File: src/rtl/oscilloscope.sv
// Oscilloscope capture engine: on a synchronized trigger edge, streams 256
// X/Y samples as frame-buffer pixel writes, then waits out a holdoff period.
module oscilloscope (
  input  logic        clk_25,
  input  logic        rst_n,
  input  logic        clk_62_5,
  input  logic        trigger,
  input  logic [7:0]  in_x,
  input  logic [7:0]  in_y,
  output logic [7:0]  out_x,
  output logic [7:0]  out_y,
  output logic        write_en,
  output logic [11:0] RGB
);

  typedef enum logic [1:0] {
    ARMED   = 2'd0,
    CAPTURE = 2'd1,
    HOLDOFF = 2'd2
  } state_t;

  localparam logic [11:0] RGB_GREEN  = 12'h0F0;
  localparam logic [11:0] RGB_YELLOW = 12'hFF0;
  localparam logic [7:0]  AXIS_MID   = 8'd128;

  state_t      state;
  state_t      state_next;
  logic        sync1;
  logic        sync2;
  logic        sync2_d;
  logic [1:0]  primed;
  logic        seen_low;
  logic        trig_rise;
  logic [7:0]  sample_cnt;
  logic [9:0]  hold_cnt;

  // Reserved pin; tied off so it cannot influence any output.
  logic unused_clk_62_5;
  assign unused_clk_62_5 = clk_62_5;

  // Trigger synchronizer and edge history. The synchronizer clears to 0, so a
  // trigger held high through reset would look like a fresh edge; seen_low
  // blocks edges until the synchronized trigger has been observed low once
  // after the synchronizer has refilled (primed) following reset.
  always_ff @(posedge clk_25) begin
    // NOTE: sequential state always uses non-blocking assignments so every
    // flop samples the pre-edge values, matching the hardware.
    if (rst_n) begin
      sync1    <= 1'b0;
      sync2    <= 1'b0;
      sync2_d  <= 1'b0;
      primed   <= 2'b00;
      seen_low <= 1'b0;
    end else begin
      sync1   <= trigger;
      sync2   <= sync1;
      sync2_d <= sync2;
      primed  <= {primed[0], 1'b1};
      if (primed[1] && !sync2) begin
        seen_low <= 1'b1;
      end
    end
  end

  assign trig_rise = sync2 & ~sync2_d & seen_low;

  // State register.
  always_ff @(posedge clk_25) begin
    if (rst_n) begin
      state <= ARMED;
    end else begin
      state <= state_next;
    end
  end

  // Next-state logic; edges outside ARMED are simply dropped, never queued.
  always_comb begin
    // NOTE: assigning a default first guarantees every path drives
    // state_next, so no latch is inferred.
    state_next = state;
    case (state)
      ARMED:   if (trig_rise)             state_next = CAPTURE;
      CAPTURE: if (sample_cnt == 8'd255)  state_next = HOLDOFF;
      HOLDOFF: if (hold_cnt == 10'd1023)  state_next = ARMED;
      default:                            state_next = ARMED;
    endcase
  end

  // Sample and holdoff counters; each wraps to 0 exactly as its state ends.
  always_ff @(posedge clk_25) begin
    if (rst_n) begin
      sample_cnt <= 8'd0;
      hold_cnt   <= 10'd0;
    end else begin
      case (state)
        CAPTURE: sample_cnt <= sample_cnt + 8'd1;
        HOLDOFF: hold_cnt   <= hold_cnt + 10'd1;
        default: ;
      endcase
    end
  end

  // Pixel output register: coordinates (Y flipped so row 0 is the top),
  // strobe and colour, all one cycle behind the sampled inputs.
  always_ff @(posedge clk_25) begin
    if (rst_n) begin
      out_x    <= 8'd0;
      out_y    <= 8'd0;
      write_en <= 1'b0;
      RGB      <= 12'h000;
    end else begin
      write_en <= (state == CAPTURE);
      if (state == CAPTURE) begin
        out_x <= in_x;
        out_y <= 8'd255 - in_y;
        RGB   <= (in_x == AXIS_MID || in_y == AXIS_MID) ? RGB_YELLOW : RGB_GREEN;
      end else begin
        RGB   <= 12'h000;
      end
    end
  end

endmodule

File: config.mk
export PLATFORM = sky130hd
export DESIGN_NAME = oscilloscope
export DESIGN_NICKNAME = d
export VERILOG_FILES = /design/src/rtl/oscilloscope.sv
export SDC_FILE = /design/constraint.sdc
export NUM_CORES = 1
export LEC_CHECK = 0
export CAP_MARGIN = 5
export CELL_PAD_IN_SITES_DETAIL_PLACEMENT = 0
export CELL_PAD_IN_SITES_GLOBAL_PLACEMENT = 2
export CORE_UTILIZATION = 30
export CTS_BUF_LIST = sky130_fd_sc_hd__clkbuf_16
export CTS_CLUSTER_DIAMETER = 100
export CTS_CLUSTER_SIZE = 25
export DETAILED_ROUTE_END_ITERATION = 8
export PLACE_DENSITY = 0.81
export SYNTH_ARGS = -nofsm -noshare
export SYNTH_HDL_FRONTEND = slang
export SYNTH_SLANG_ARGS = --single-unit
File: constraint.sdc
create_clock -name clk_25 -period 3.85 [get_ports clk_25]
set_input_delay 0.385 -clock clk_25 [delete_from_list [all_inputs] [get_ports clk_25]]
set_output_delay 0.385 -clock clk_25 [all_outputs]
set_load 0.005 [all_outputs]
== Word-level counts from Yosys, hierarchy flattened ==
Index checks and enable logic that the tools add are counted.
Word-level totals
  bits of input ports: 20
  register bits: 55
  output and inout port bits: 29
Operators by class
  reduce and logical (&&, ||, !) cells: 6
  equality and inequality tests: 9
  bitwise logic cells: 4
  muxes and demuxes: 6
  add/sub/neg operators: 3
Operators with widths (count)
  $eq A8 B8 Y1 const B: 3
  $mux W12: 1
  $add A10 B1 Y10 const B: 1
  $eq A10 B10 Y1 const B: 1
  $add A8 B1 Y8 const B: 1
  $sub A8 B8 Y8 const A: 1
  $mux W2: 3
  $ne A2 B2 Y1 const B: 3
  $pmux W2 S3: 1
  $reduce_and A3 Y1: 1
  $and A1 B1 Y1: 2
  $eq A2 B1 Y1 const B: 1
  $eq A2 B2 Y1 const B: 1
  $logic_not A2 Y1: 1
  $not A1 Y1: 2
  $reduce_or A2 Y1: 1
  $logic_and A1 B1 Y1: 1
  $logic_not A1 Y1: 1
  $logic_or A1 B1 Y1: 1
  $mux W1: 1

== Longest topological paths before layout ==
  depth after elaboration: 5
  gate-level depth with buffers: 5

== Worst setup path after synthesis ==
Ideal clock, no wire load.
  kind: reg2reg
  from: register state[0]
  to: register hold_cnt[6]
  cell stages (with the launch flop): 5
  arrival: 1230 ps
  path buffers: 1
  data required time: 3780 ps
  slack: 2550 ps
  period minus slack after synthesis: 1300 ps
  cells stage by stage: dfxtp_1 nand2b_1 buf_6 or4_1 a21oi_1
On the way
  longest elaborated chain between the ends: 1
Ends and longest elaborated chain
  start: declaration: RTL line 26  | state_t state;
  start signal: assignment: RTL line 72  | state <= state_next;
  $eq A2 B2 Y1: RTL line 95  | case (state)
  end signal: assignment: RTL line 97  | HOLDOFF: hold_cnt <= hold_cnt + 10'd1;
  end: declaration: RTL line 35  | logic [9:0] hold_cnt;
Every way passes these cells.
A chain may end at the register's enable or synchronous reset.

==> summary.md <==
| Metric | Value |
|---|---|
| Status | `complete, no violations` |
| Crit Path Max Fanout | `13` |
| Clock-pin slew on the worst setup and hold paths | `approximately 60 ps` |
| Fmax | `roughly 560 MHz` |
| Layout cells sized above 1 | `4.184%` |
| DR iter-0 viols | `50` |
| Share of the synthesized area in the top cell type | `between 40% and 50%` |
| Initial Util | `about a third` |
| Fill cell count | `~580` |
| Yosys Warn Count | `0` |
| Syn_area_per_cell | `a little under 9 um2` |
| Gpl congestion | `approximately 0.67` |
| Clk_skew | `roughly 6.4 ps` |
| # setup viols final | `0` |
| Register area | `approximately 900 um2` |
| Largest net degree at the start of global routing | `28` |
| WS Path Type | `in -> reg` |
| Max-Cap Viols | `0` |
| CTS Hold Bufs | `0` |
| Yosys top cell by area | `dfxtp_1` |
| # resized after CTS | `0` |
| Main flop type after synthesis | `dfxtp_1` |
| Post-synth EDFFs | `0` |
| Ant diodes | `0` |
| Synth area leaders | `dfxtp_1 (50%), a21oi_1 (5.8%), nand2_1 (5.2%), buf_4 (4.1%), nor2_1 (3.7%)` |
| Ports | `49` |
| CTS root buf | `clkbuf_16` |
| Clk sinks | `45` |
| Detailed-placement wirelength estimate | `about 2500 um` |
| Synth top cells by count | `dfxtp_1 (45), nand2_1 (25), a21oi_1 (21)` |
| GRT overflow | `0` |
| TNS Setup | `0 ps` |
| Area Overhead vs Synth | `29.92%` |
| Core area | `between 0.005 and 0.006 mm2` |
| Maximum vdd drop | `0.0002353 V` |
| Setup crit start kind | `input pin` |
| Synth unique cells | `32` |
| Post-CTS Setup Bufs | `0` |
| Crit path DAT | `around 2000 ps` |
| DRC viols | `0` |
| Post-route ant nets | `0` |
| Yosys reg bits | `45` |
| CTS Buf Count | `5` |
| Via Count | `approximately 1500` |
| Critical Path RT | `roughly 4100 ps` |
| Slew Viols, Final | `0` |
| Buffers on Ports | `43` |
| GRT Total Usage | `12.99%` |
| Final hold slack | `~430 ps` |
| Max clock buf depth | `2` |
| DR pass1 iterations | `4` |
| Ratio of final minimum period to clock period | `46.01%` |
| Static Leakage | `approximately 0.78 nW` |
| Worst path cell trace | `clkdlybuf4s50_1 -> buf_4 -> or4_1 -> o31ai_1` |
| Syn Std Cell Area | `approximately 0.0018 mm2` |
| Most frequent cell after synthesis | `dfxtp_1` |
| RSZ-0062 raised after global routing | `no` |
| Die width | `79.87 um` |
| Crit. End Element | `register` |
| Routed wire per std cell | `12.00 um` |
| Largest stage delay, worst path | `approximately 660 ps` |
| Crit path buffers/inverters | `2` |
| CP top delay family | `buffers and inverters` |
| First-pass GRT wire length | `6320 um` |
| Hold Fails Final Rpt | `0` |
| Power Density | `~390 mW/mm2` |
| Via/cell ratio | `4.701` |
| Die area | `0.006379 mm2` |
| Initial antenna violation count | `0` |
| Die height | `79.87 um` |
| Hold Path Class | `reg -> reg` |
| H-tree levels | `2` |
| Max stage delay cell, worst path | `clkdlybuf4s50_1` |
| FFs w/ async S/R, synth | `0%` |
| Final Critical Period | `between 1500 and 2000 ps` |
| Slew of the pin with the lowest slew margin | `approximately 690 ps` |
| Multi-input gate area | `around 770 um2` |
| Clk_lat worst skew | `approximately 280 ps` |
| Final instance area | `0.002364 mm2` |
| Placed cell area | `0.002231 mm2` |
| Vias in the first global route | `roughly 1400` |
| Sequential element share of the synthesized area | `between 40 and 50%` |
| Routed wire length | `around 3700 um` |
| CTS tree | `yes` |
| Cell Rows | `27` |
| Relative slew slack | `between 50 and 60%` |
| Final #Nets | `~260` |
| Syn Inst Count | `205` |
## metrics by stage
stage | power, W | instances | utilization, % | worst slack, ps
5_1_grt | 0.0009564 | 311 | 41.64 | 1928
2_1_floorplan | 0.0005075 | 208 | - | 2550
3_3_place_gp | 0.0005362 | 304 | 39.31 | 1785
4_1_cts | 0.0009351 | 311 | 41.64 | 2063
6_report | 0.0009197 | 311 | 41.64 | 2079
3_5_place_dp | 0.0005364 | 304 | 39.31 | 1765
## worst paths after layout
check | start | end | slack (ps) | cells past startpoint
worst max-delay path | rst_n | state[1] | 2080 | 4
worst min register to register | sync1 | sync2 | 430 | 1
worst max register to register | state[0] | sample_cnt[7] | 2110 | 3
worst min-delay path | sync1 | sync2 | 430 | 1
## cells in the final DEF (no fill, tap or decap), types with 4 or more instances in the layout
cell type	instances
o21ai_0	5
clkdlybuf4s50_1	43
dfxtp_1	45
conb_1	4
a21oi_1	21
a211oi_1	8
nor2_1	18
nor2b_1	4
or4_1	7
nand2_1	25
or3_1	4
clkbuf_16	5
o31ai_1	7
inv_1	8
nor4_1	4
nand3_1	5
## final cells by class
| class | instances | share of cell area [%] |
|---|---|---|
| clock inverters | 2 | 0.3176 |
| well taps | 72 | 3.812 |
| repair buffers | 45 | 18.85 |
| multi-input cells | 135 | 32.50 |
| inverters | 7 | 1.112 |
| flip-flops and latches | 45 | 38.12 |
| clock buffers | 5 | 5.294 |
## power by group
part           switching, W  internal, W  leakage [nW]
combinational     0.0000210    0.0000288         0.343
clock              0.000162     0.000232        0.0685
sequential       0.00000306     0.000472         0.364
## flip-flops by register name (all words and copies together) (netlist names)
name / cells
RGB: 2
hold_cnt: 10
out_x: 8
out_y: 8
primed: 2
sample_cnt: 8
seen_low: 1
state: 2
sync1: 1
sync2: 1
sync2_d: 1
write_en: 1
## routing by layer
layer	vias to the layer above	global-route usage, %	routed length, um
li1	767	-	-
met1	651	15.27	1788
met2	39	20.94	1626
met3	5	4.457	254
met4	0	6.429	61
met5	-	0	0
## cell families after synthesis
| kind of cell | count (synthesis) | share of synthesized area [%] |
|---|---|---|
| compound gates | 43 | 14.17 |
| xor+xnor | 4 | 1.926 |
| fa+ha+maj | 2 | 1.375 |
| buf+inv | 28 | 8.872 |
| flops | 45 | 49.52 |
| mux | 2 | 1.169 |
| other cells | 1 | 0.2061 |
| simple gates | 80 | 22.76 |
No activity file was read; power rests on OpenSTA's default activity.
